--- src/rtl/letter_stream_pkg.sv ---
// Shared types and character constants for the one-letter-per-cycle character stream.
package letter_stream_pkg;

  typedef logic [7:0] char_t;

  localparam char_t CHAR_LF  = 8'h0A;
  localparam char_t CHAR_NUL = 8'h00;

  typedef enum logic [0:0] {
    COLLECT,
    HOLD
  } rx_state_t;

endpackage

--- src/rtl/letter_line_buffer.sv ---
// Line storage: MAX_LEN x 8 register file, one write port, one combinational read port.
module letter_line_buffer
  import letter_stream_pkg::*;
#(
  parameter int unsigned MAX_LEN = 16,
  localparam int unsigned AW     = $clog2(MAX_LEN)
) (
  input  logic          clk_i,
  input  logic          we_i,
  input  logic [AW-1:0] waddr_i,
  input  char_t         wdata_i,
  input  logic [AW-1:0] raddr_i,
  output char_t         rdata_o
);

  // Contents are don't-care after reset, so the array carries no reset.
  char_t mem_q [MAX_LEN];

  always_ff @(posedge clk_i) begin
    if (we_i) begin
      mem_q[waddr_i] <= wdata_i;
    end
  end

  assign rdata_o = mem_q[raddr_i];

endmodule

--- src/rtl/letter_line_receiver.sv ---
// Collects a character stream into a line buffer up to a terminator, holds the line for
// random-access readout and flags whether it equals a parameterised expected string.
module letter_line_receiver
  import letter_stream_pkg::*;
#(
  parameter int unsigned               MAX_LEN    = 16,
  parameter char_t                     TERM       = CHAR_LF,
  parameter int unsigned               EXPECT_LEN = 11,
  parameter logic [8*EXPECT_LEN-1:0]   EXPECT     = "Hello World",
  localparam int unsigned              AW         = $clog2(MAX_LEN),
  localparam int unsigned              CW         = $clog2(MAX_LEN + 1)
) (
  input  logic          _clock,
  input  logic          _reset,
  input  logic          _enable,
  input  char_t         _letter,
  input  logic          _release,
  input  logic [AW-1:0] _rd_addr,
  output char_t         _rd_data,
  output logic          _line_ready,
  output logic [CW-1:0] _line_len,
  output logic          _match,
  output logic          _overflow,
  output logic [7:0]    _dropped
);

  localparam logic [CW-1:0] MaxLenC = CW'(MAX_LEN);
  localparam logic [CW-1:0] ExpLenC = CW'(EXPECT_LEN);

  rx_state_t     state_q;
  logic [CW-1:0] count_q;
  logic          match_run_q;
  logic          ovf_run_q;
  logic          line_ready_q;
  logic [CW-1:0] line_len_q;
  logic          match_q;
  logic          overflow_q;
  logic [7:0]    dropped_q;

  char_t exp_byte;
  char_t buf_rdata;
  logic  is_term;
  logic  buf_we;

  assign is_term = (_letter == TERM);
  assign buf_we  = (state_q == COLLECT) && _enable && !is_term && (count_q < MaxLenC);

  // Expected character at the current write position; first character sits in the MSB byte.
  always_comb begin
    exp_byte = CHAR_NUL;
    for (int i = 0; i < int'(EXPECT_LEN); i++) begin
      if (count_q == CW'(i)) begin
        exp_byte = EXPECT[8*(int'(EXPECT_LEN)-1-i) +: 8];
      end
    end
  end

  letter_line_buffer #(
    .MAX_LEN (MAX_LEN)
  ) u_buffer (
    .clk_i   (_clock),
    .we_i    (buf_we),
    .waddr_i (count_q[AW-1:0]),
    .wdata_i (_letter),
    .raddr_i (_rd_addr),
    .rdata_o (buf_rdata)
  );

  always_ff @(posedge _clock or negedge _reset) begin
    if (!_reset) begin
      state_q      <= COLLECT;
      count_q      <= '0;
      match_run_q  <= 1'b1;
      ovf_run_q    <= 1'b0;
      line_ready_q <= 1'b0;
      line_len_q   <= '0;
      match_q      <= 1'b0;
      overflow_q   <= 1'b0;
      dropped_q    <= '0;
    end else begin
      unique case (state_q)
        COLLECT: begin
          if (_enable) begin
            if (is_term) begin
              // A terminator on an empty line is ignored.
              if (count_q != '0) begin
                state_q      <= HOLD;
                line_ready_q <= 1'b1;
                line_len_q   <= count_q;
                overflow_q   <= ovf_run_q;
                match_q      <= match_run_q && (count_q == ExpLenC) && !ovf_run_q;
              end
            end else if (count_q < MaxLenC) begin
              count_q     <= count_q + 1'b1;
              match_run_q <= match_run_q && (count_q < ExpLenC) && (_letter == exp_byte);
            end else begin
              ovf_run_q <= 1'b1;
            end
          end
        end
        HOLD: begin
          if (_enable && (dropped_q != 8'hFF)) begin
            dropped_q <= dropped_q + 8'd1;
          end
          if (_release) begin
            state_q      <= COLLECT;
            count_q      <= '0;
            match_run_q  <= 1'b1;
            ovf_run_q    <= 1'b0;
            line_ready_q <= 1'b0;
            line_len_q   <= '0;
            match_q      <= 1'b0;
            overflow_q   <= 1'b0;
          end
        end
        default: state_q <= COLLECT;
      endcase
    end
  end

  assign _rd_data    = (CW'(_rd_addr) < line_len_q) ? buf_rdata : CHAR_NUL;
  assign _line_ready = line_ready_q;
  assign _line_len   = line_len_q;
  assign _match      = match_q;
  assign _overflow   = overflow_q;
  assign _dropped    = dropped_q;

endmodule

--- config.mk ---
export PLATFORM = sky130hd
export DESIGN_NAME = letter_line_receiver
export DESIGN_NICKNAME = d
export VERILOG_FILES = /design/src/rtl/letter_stream_pkg.sv /design/src/rtl/letter_line_buffer.sv /design/src/rtl/letter_line_receiver.sv
export SDC_FILE = /design/constraint.sdc
export NUM_CORES = 1
export LEC_CHECK = 0
export CAP_MARGIN = 20
export CORE_AREA = 2 2 113 115
export CTS_BUF_LIST = sky130_fd_sc_hd__clkbuf_8
export DETAILED_ROUTE_END_ITERATION = 10
export DIE_AREA = 0 0 115 117
export PLACE_DENSITY = 0.78
export SETUP_SLACK_MARGIN = 0.3
export SLEW_MARGIN = 10
export SYNTH_ARGS = -nofsm -noshare
export SYNTH_HDL_FRONTEND = slang
export SYNTH_SLANG_ARGS = --single-unit
--- constraint.sdc ---
create_clock -name _clock -period 2.4 [get_ports _clock]
set_input_delay 0.48 -clock _clock [delete_from_list [all_inputs] [get_ports _clock]]
set_output_delay 0.48 -clock _clock [all_outputs]
set_load 0.01 [all_outputs]
==> impl_results.md, run 1 <==
* CP max-delay cell: mux4_2
* Drt wl/cell at between 20 and 25 um
* WS Path Type: primary input to primary output
* VDD IR-drop max at about 0.00085 V
* Slew margin rel. at 0.702
* Hold/Removal Path Class: primary input to async pin
* Largest family of logic cells by synthesized area: multiplexers
* Drt total wl at about 16 mm
* Top cells by area, synth: edfxtp_1 (58%), mux4_1 (11%), dfrtp_1 (8.6%)
* Worst r2r dst: match_run_q
* RSZ-0062 raised after global routing: true
* Inserted Clock Buffers at 17
* Mapped Cells at 391
* Syn_nets at 415
* TritonCTS clock tree: yes
* Clock share of power at 0.295
* Reg2reg path depth at 8
* Total number of vias at 4001
* Skew final at ~0.0052 ns
* Drc violations at 0
* Initial core utilization at 0.543
* # hold bufs at CTS at 0
* Mapped Area at between 0.006 and 0.007 sq mm
* Net count, final at between 500 and 600
* Crit path required time at 1.92 ns
* Async SR Flop Fraction at 0.158
* Combinational power share at 0.286
* Final Cell Area at 0.00856 sq mm
* Antenna violations before repair at 0
* Ys Warns at 0
* Synth Area in Compound Gates at 0.0399
* R2r setup slk at 0.27 ns
* First-pass GRT wire length at 22.9 mm
* Top-count cell post-synth: edfxtp_1
* #FFs+latches synth at 152
* Layout cells sized above 1 at 0.408
* GR Util All Layers at 0.241
* Top_reg_cell synth: edfxtp_1
* Data arrival, critical path at 2.12 ns
* F_max at 384 MHz
* # IOs at 40
* R2R Path Start: count_q[0]
* CP endpoint kind: primary output
* Crit path cell chain: buf_8 -> buf_12 -> buf_12 -> mux4_2 -> mux4_2 -> nor2b_4 -> buf_6
* Yosys cell types at 51
* N_diodes at 0
* Status: finished, violations left
* Fillers at 770
* Max Slew Vio Count at 0
* DP HPWL at 9.94 mm
* Grt ovf at 0
* PnR worst setup slack at -0.201 ns
* Clock tree buffer depth at 2
* H-tree levels at 4
* Max stage delay on crit path at 0.54 ns
* Drt pass-1 iters at 5
* Chip width at 115 um
* Post-synthesis simple-gate area fraction at 0.0826
* XOR/XNOR share of the synthesized area at 0.0210
* Standard-cell rows at 41
* Crit-path leading delay family: multiplexers
* Die area at 0.0135 sq mm
* Largest net degree at the start of global routing at 25
* Number of global-route vias before repair at around 4000
* Dominant cell type by area after synthesis: edfxtp_1
* Synth Area in Adders at 0.0150
* DR vias/cell at around 6.1
* # clock sinks at 152
* CP startpoint kind: primary input
* Reg clk slew, reported paths at 0.08 ns
* Post-layout min period at 2.60 ns
* Die Span Y at 117 um
* DP Area at 0.00754 sq mm
* Sw Pwr at 0.00221 W
* Worst slew pin tran at 0.445 ns
* PwrDens at about 880 mW/mm^2
* Total Neg Setup Slack at -1.40 ns
* Port bufs at 39
* List of most frequent post-synthesis cells: edfxtp_1 (128), mux4_1 (29), nand2_1 (28)
* Syn Area/Cell at between 15 and 20 sq um
* Gp weighted congestion at 0.891
* Area delta synth->final at 28.2%
* Final setup violation count at 8
* Share of the synthesized area in the top cell type at 0.575
* Core Util, Final at 0.695
* Max_cap viols at 0
* Post-synthesis mux area share at 0.153
* Leakage Power at 3.12 nW
* Final hold viol count at 0
* Cell Int Power at 0.00530 W
* Switching Fraction at 0.295
* Root Buffer: clkbuf_8
* Core area at about 0.012 sq mm
* Final ANT Viol Nets at 0
* Sequential share of power at 0.420
* Post-synth EDFFs at about 130
* Worst hold margin at 0.388 ns
* Failing checks: setup timing
* Seq/Total Area, Yosys at 0.665
* FF+latch area at 0.00445 sq mm
* Area of the multi-input gates at about 0.0023 sq mm
* Clock latency on the worst-skew pair at 0.44 ns
* Tcrit/Tclk final at 1.08
* Buf+Inv Stages, Crit Path at 4
* Pwr Total at 0.00751 W
* Initial DRC Count at ~340
* Max FO, Critical Path at 5
==> cells in the final DEF, fill, tap and decap left out, drive strengths merged, types with 10 or more instances in the layout <==
cell | netlist | routed
mux4 | 40 | 40
edfxtp | 128 | 128
nor2 | 15 | 15
xnor2 | 10 | 10
inv | 9 | 10
dfrtp | 23 | 23
nand3 | 12 | 12
buf | 12 | 77
nor2b | 13 | 13
nand2 | 28 | 28
clkbuf | 9 | 17
clkdlybuf4s50 | 0 | 22
==> cell type report <==
class | instances | area share
inverter | 9 | 0.00424
multi-input combinational | 210 | 0.267
clock inverter | 15 | 0.0263
timing repair buffer | 107 | 0.134
tap | 150 | 0.0219
sequential | 152 | 0.520
clock buffer | 17 | 0.0273
==> metrics by stage <==
stage | worst slack [ns] | std cells
floorplan | 0.121 | 391
global placement | -0.935 | 605
detailed placement | -0.976 | 605
CTS | -0.200 | 647
global route | -0.243 | 660
finish | -0.201 | 660
==> layer usage <==
metal	wire length (um)	vias to the layer above	global-route usage
met1	6340	2046	0.310
met2	7950	181	0.404
li1	-	1743	-
met5	0	-	0
met4	465	0	0.0988
met3	1050	31	0.0505
==> power groups by stage <==
stage               Sequential [W]  Clock (W)  Combinational (W)
finish                     0.00315    0.00221            0.00215
global route               0.00317    0.00233            0.00226
CTS                        0.00314    0.00223            0.00179
detailed placement         0.00319          0            0.00154
global placement           0.00318          0            0.00149
floorplan                  0.00318          0           0.000996
==> registers in the layout, indices dropped and copies added, names as in the netlist <==
register,cells
u_buffer.mem_q,128
_dropped,8
_line_len,5
count_q,5
_line_ready,1
_match,1
_overflow,1
match_run_q,1
ovf_run_q,1
state_q,1
==> worst register-to-register path, stage by stage, from the launching register on <==
cell and delay, ns:
dfrtp_1 0.40, buf_6 0.14, ha_4 0.18, or3_4 0.39, a31oi_1 0.21, o22ai_1 0.12, xnor2_1 0.18, o211ai_1 0.16
o311ai_2 0.27
==> how the worst max path moves through the flow <==
stage | start | end | depth (start not counted)
6_report | _rd_addr[0] | _rd_data[5] | 7
5_1_grt | _line_len[1] | _rd_data[2] | 9
4_1_cts | u_buffer.mem_q[14][7] | _rd_data[7] | 4
3_5_place_dp | _rd_addr[1] | _rd_data[6] | 6
3_3_place_gp | _rd_addr[1] | _rd_data[5] | 6
2_1_floorplan | _rd_addr[0] | _rd_data[0] | 5
==> kinds of logic after synthesis <==
family / Yosys count
muxes: 41
xor gates and xnor gates: 16
buffers and inverters: 30
AOI/OAI and AO/OA: 37
DFF: 152
adders and majority gates: 8
and+or+nand+nor: 107
==> what timing repair did <==
item / CTS / global route
setup buffers: 9 / 12
setup endpoints to repair: 122 / 109
resized for setup: 103 / 30
gates cloned: 1 / 1
pin swaps: 11 / 15
Note: power is estimated with default switching activity, not from simulation.
==> inputs of run 2 (changes only) <==
--- a/config.mk
+++ b/config.mk
@@ -12,6 +12,7 @@
 export DIE_AREA = 0 0 115 117
 export PLACE_DENSITY = 0.78
 export SETUP_SLACK_MARGIN = 0.3
+export SKIP_LAST_GASP = 1
 export SLEW_MARGIN = 10
 export SYNTH_ARGS = -nofsm -noshare
 export SYNTH_HDL_FRONTEND = slang
==> impl_results.md, run 2 (synthesis results as in run 1) <==
* F_max at 386 MHz
* PwrDens at 874 mW/mm^2
* Area of the multi-input gates at 0.00227 sq mm
* Number of global-route vias before repair at slightly below 4000
* Net count, final at ~520
* Max Slew Vio Count at 0
* Data arrival, critical path at between 2 and 2.5 ns
* RSZ-0062 raised after global routing: true
* Max_cap viols at 0
* First-pass GRT wire length at 22.9 mm
* Clock tree buffer depth at 2
* Largest Register: u_buffer.mem_q
* CP max-delay cell: mux4_2
* Initial core utilization at 0.543
* R2r setup slk at roughly 0.26 ns
* Tcrit/Tclk final at 1.08
* Total Neg Setup Slack at -1.45 ns
* VDD IR-drop max at 0.000835 V
* Core area at 0.0123 sq mm
* Final ANT Viol Nets at 0
* Chip width at 115 um
* Total number of vias at approximately 4000
* CP endpoint kind: primary output
* Grt ovf at 0
* Crit path cell chain: mux4_2 -> mux4_2 -> nor2b_4 -> buf_6
* # clock sinks at 152
* Slew margin rel. at 0.708
* # IOs at 40
* H-tree levels at 4
* Post-layout min period at around 2.6 ns
* Initial DRC Count at 396
* Failing checks: setup timing
* Inserted Clock Buffers at 17
* Drt pass-1 iters at 4
* Antenna violations before repair at 0
* Skew final at about 0.01 ns
* N_diodes at 0
* Gp weighted congestion at 0.891
* Max stage delay on crit path at approximately 0.53 ns
* Drt total wl at 15.9 mm
* Die Span Y at 117 um
* Reg clk slew, reported paths at 0.08 ns
* Commonest non-fill, non-tap cell in the layout: edfxtp_1
* Most frequent CP cell: mux4_2
* Layout cells sized above 1 at 0.409
* Max reg flops at 128
* Port bufs at 39
* TritonCTS clock tree: yes
* PnR worst setup slack at -0.193 ns
* CP endpoint: _rd_data[7]
* # hold bufs at CTS at 0
* Status: finished, violations left
* Hold/Removal Path Class: primary input to async pin
* Crit. Startpoint: u_buffer.mem_q[12][7]
* Drc violations at 0
* Crit path required time at 1.92 ns
* Final setup violation count at 8
* Reg2reg path depth at 8
* Fillers at 770
* Leakage Power at between 3 and 4 nW
* Worst r2r dst: match_run_q
* DR vias/cell at 6.05
* WS Path Type: register to primary output
* Area delta synth->final at 28.4%
* FF+latch area at 0.00445 sq mm
* Standard-cell rows at 41
* DP Area at 0.00754 sq mm
* R2R Path Start: count_q[0]
* GR Util All Layers at 0.241
* Root Buffer: clkbuf_8
* CP startpoint kind: register
* Most frequent cells in the layout: edfxtp_1 (128), buf_4 (46), mux4_2 (40)
* Die area at between 0.01 and 0.015 sq mm
* Final Cell Area at 0.00858 sq mm
* Pwr Total at 0.00750 W
* Clock latency on the worst-skew pair at between 0.4 and 0.5 ns
* Drt wl/cell at 24.1 um
* Final hold viol count at 0
* Largest net degree at the start of global routing at 25
* Worst slew pin tran at 0.436 ns
* DP HPWL at slightly below 10 mm
* Max FO, Critical Path at 1
-- run 2: changes by cell type in the layout (fill, tap and decap cells not counted) --
cell | previous run | this run
nand2_2 | 1 | 3
dlymetal6s2s_1 | 4 | 6
buf_12 | 15 | 16
nand2_4 | 2 | 0
clkdlybuf4s50_1 | 22 | 20
-- run 2: worst min path at each step --
stage | end | start | slack [ns]
after floorplan | _dropped[0] | _reset | 0.18
after global placement | _line_ready | _line_ready | 0.47
after detailed placement | _overflow | _overflow | 0.48
after CTS | _dropped[7] | _reset | 0.38
after global routing | _dropped[3] | _reset | 0.41
final | _dropped[7] | _reset | 0.39
-- run 2: what timing repair did --
item,CTS,global route
setup endpoints to repair,122,113
gates resized for setup,102,31
pin swaps,11,16
gates cloned,1,1
setup buffers,9,13
-- run 2: layout make-up --
type / count / share of cell area
timing repair buffer: 108 / 0.137
inverter: 9 / 0.00423
multi-input combinational: 210 / 0.265
clock inverter: 15 / 0.0263
clock buffer: 17 / 0.0273
sequential: 152 / 0.519
tap: 150 / 0.0219
-- run 2: critical path: cells and delay by family, from the launching register on --
| kind | cells | cell delay (ns) |
|---|---|---|
| multiplexers | 2 | 1.01 |
| buffers and inverters | 1 | 0.11 |
| AND/OR/NAND/NOR | 1 | 0.15 |
| flip-flops | 1 | 0.40 |
-- run 2: power breakdown --
| group | switching, W | internal [W] | leakage (nW) |
|---|---|---|---|
| Sequential | 0.000106 | 0.00305 | 1.46 |
| Clock | 0.000976 | 0.00124 | 0.220 |
| Combinational | 0.00112 | 0.00101 | 1.45 |
| Total | 0.00220 | 0.00530 | 3.13 |
-- run 2: per-stage QoR --
stage                     instances   util  setup WS [ns]  hold slack [ns]
after floorplan                 391      -          0.121            0.184
after global placement          605  0.612         -0.935            0.471
after detailed placement        605  0.612         -0.976            0.484
after CTS                       647  0.679         -0.200            0.378
after global routing            661  0.697         -0.243            0.410
final                           661  0.697         -0.193            0.387
-- run 2: per-layer routing --
metal,vias up,GRT usage,part of all wire
met3,30,0.0505,0.067
met1,2046,0.313,0.40
met2,168,0.405,0.50
met5,-,0,0
li1,1752,-,-
met4,0,0.0940,0.028
==> inputs of run 3 (changes only) <==
--- a/config.mk
+++ b/config.mk
@@ -5,11 +5,11 @@
 export SDC_FILE = /design/constraint.sdc
 export NUM_CORES = 1
 export LEC_CHECK = 0
-export CAP_MARGIN = 20
 export CORE_AREA = 2 2 113 115
 export CTS_BUF_LIST = sky130_fd_sc_hd__clkbuf_8
 export DETAILED_ROUTE_END_ITERATION = 10
 export DIE_AREA = 0 0 115 117
+export GPL_TIMING_DRIVEN = 0
 export PLACE_DENSITY = 0.78
 export SETUP_SLACK_MARGIN = 0.3
 export SKIP_LAST_GASP = 1
==> impl_results.md, run 3 (synthesis results as in run 1) <==
* Status: finished, violations left
* Failing checks: setup timing
* Reg2reg path depth at 6
* Final ANT Viol Nets at 0
* Tcrit/Tclk final at 1.10
* Clock latency on the worst-skew pair at 0.45 ns
* Worst r2r dst: match_run_q
* Layout cells sized above 1 at 0.374
* Worst slew pin tran at 1.04 ns
* Area delta synth->final at 21.5%
* Max FO, Critical Path at 1
* Reg clk slew, reported paths at around 0.090 ns
* Grt ovf at 0
* Total Neg Setup Slack at -1.53 ns
* Slew margin rel. at 0.303
* Chip width at 115 um
* Clock share of power at 0.258
* Post-layout min period at between 2 and 3 ns
* Initial DRC Count at 344
* Antenna violations before repair at 0
* Sw Pwr at 0.00216 W
* DR vias/cell at around 6.1
* Max reg flops at 128
* Leakage Power at 2.84 nW
* Combinational power share at 0.284
* Commonest non-fill, non-tap cell in the layout: edfxtp_1
* Drc violations at 0
* Largest net degree at the start of global routing at 25
* WS Path Type: register to primary output
* CP endpoint kind: primary output
* Most frequent cells in the layout: edfxtp_1 (128), mux4_2 (39), nand2_1 (25)
* First-pass GRT wire length at 22.0 mm
* Switching Fraction at 0.312
* Total number of vias at about 3800
* Hold/Removal Path Class: primary input to register
* # IOs at 40
* # clock sinks at 152
* Initial core utilization at 0.543
* R2r setup slk at 0.19 ns
* Gp weighted congestion at approximately 0.87
* DP HPWL at 9.11 mm
* CP startpoint kind: register
* Inst Count DP at between 500 and 600
* Port bufs at 38
* Max_cap viols at 0
* Root Buffer: clkbuf_8
* VDD IR-drop max at roughly 0.00066 V
* GR Util All Layers at 0.230
* Inserted Clock Buffers at 17
* Cell Int Power at 0.00475 W
* R2R Path Start: count_q[2]
* Skew final at 0.0117 ns
* PwrDens at around 850 mW/mm^2
* Final setup violation count at 8
* # hold bufs at CTS at 0
* H-tree levels at 4
* Standard-cell rows at between 40 and 50
* WHS Endpoint: u_buffer.mem_q[0][0]
* Largest Register: u_buffer.mem_q
* Drt pass-1 iters at 5
* Min-delay src: _letter[0]
* Max Slew Vio Count at 0
* Net count, final at 490
* Hold path depth at 1
* Number of global-route vias before repair at 3823
* Drt wl/cell at between 20 and 25 um
* Die area at 0.0135 sq mm
* Final hold viol count at 0
* Clock tree buffer depth at 2
* RSZ-0062 raised after global routing: true
* F_max at 379 MHz
* Sequential share of power at 0.458
* Die Span Y at 117 um
* Drt total wl at 14.5 mm
* PnR worst setup slack at -0.238 ns
* Data arrival, critical path at 2.16 ns
* TritonCTS clock tree: yes
* N_diodes at 0
* Core area at roughly 0.012 sq mm
* Non-filler cells, final at roughly 630
* Crit path required time at roughly 1.9 ns
run 3: power groups by stage:
stage               Combinational, W  Clock, W  Sequential, W
floorplan                   0.000996         0        0.00318
global placement             0.00138         0        0.00319
detailed placement           0.00143         0        0.00320
CTS                          0.00181   0.00179        0.00315
global route                 0.00208   0.00191        0.00318
finish                       0.00196   0.00178        0.00316
run 3: metal layers:
| metal | part of all wire | track usage |
|---|---|---|
| met1 | 0.41 | 0.309 |
| met2 | 0.50 | 0.368 |
| met5 | 0 | 0 |
| met4 | 0.032 | 0.0900 |
| met3 | 0.065 | 0.0577 |
run 3: layout make-up:
type / instances / area (sq um)
Fill cell: 820 / 4190
Clock inverter: 15 / 129
Clock buffer: 17 / 234
Multi-Input combinational cell: 209 / 2260
Timing Repair Buffer: 56 / 617
Sequential cell: 152 / 4450
Buffer: 21 / 205
Inverter: 9 / 36.3
Tap cell: 150 / 188
run 3: how the worst max path moves through the flow:
| stage | from | to | slack, ns | cells after the start |
|---|---|---|---|---|
| finish | u_buffer.mem_q[8][5] | _rd_data[5] | -0.24 | 4 |
| global route | _line_len[1] | _rd_data[7] | -0.34 | 10 |
| CTS | _line_len[1] | _rd_data[7] | -0.25 | 10 |
| detailed placement | _rd_addr[1] | _rd_data[7] | -1.39 | 6 |
| global placement | _rd_addr[1] | _rd_data[0] | -1.40 | 6 |
| floorplan | _rd_addr[0] | _rd_data[0] | 0.12 | 5 |
run 3: timing repair:
item                       CTS  global route
resized for setup          147            22
setup endpoints to repair  151           114
setup buffers               15             3
pin swaps                   19             8
run 3: per-stage QoR:
step / util / hold WS, ns / worst slack, ns / total power (W) / area (sq um)
final: 0.659 / 0.453 / -0.238 / 0.00691 / 8120
after global routing: 0.659 / 0.446 / -0.336 / 0.00717 / 8120
after CTS: 0.652 / 0.449 / -0.249 / 0.00676 / 8030
after detailed placement: 0.589 / 0.479 / -1.39 / 0.00463 / 7250
after global placement: 0.589 / 0.472 / -1.40 / 0.00457 / 7250
after floorplan: - / 0.184 / 0.121 / 0.00417 / 6680
run 3: critical path: stages, from the launching register on:
cell,delay (ns)
edfxtp_1,0.44
mux4_2,0.53
mux4_2,0.49
nor2b_4,0.14
buf_6,0.11
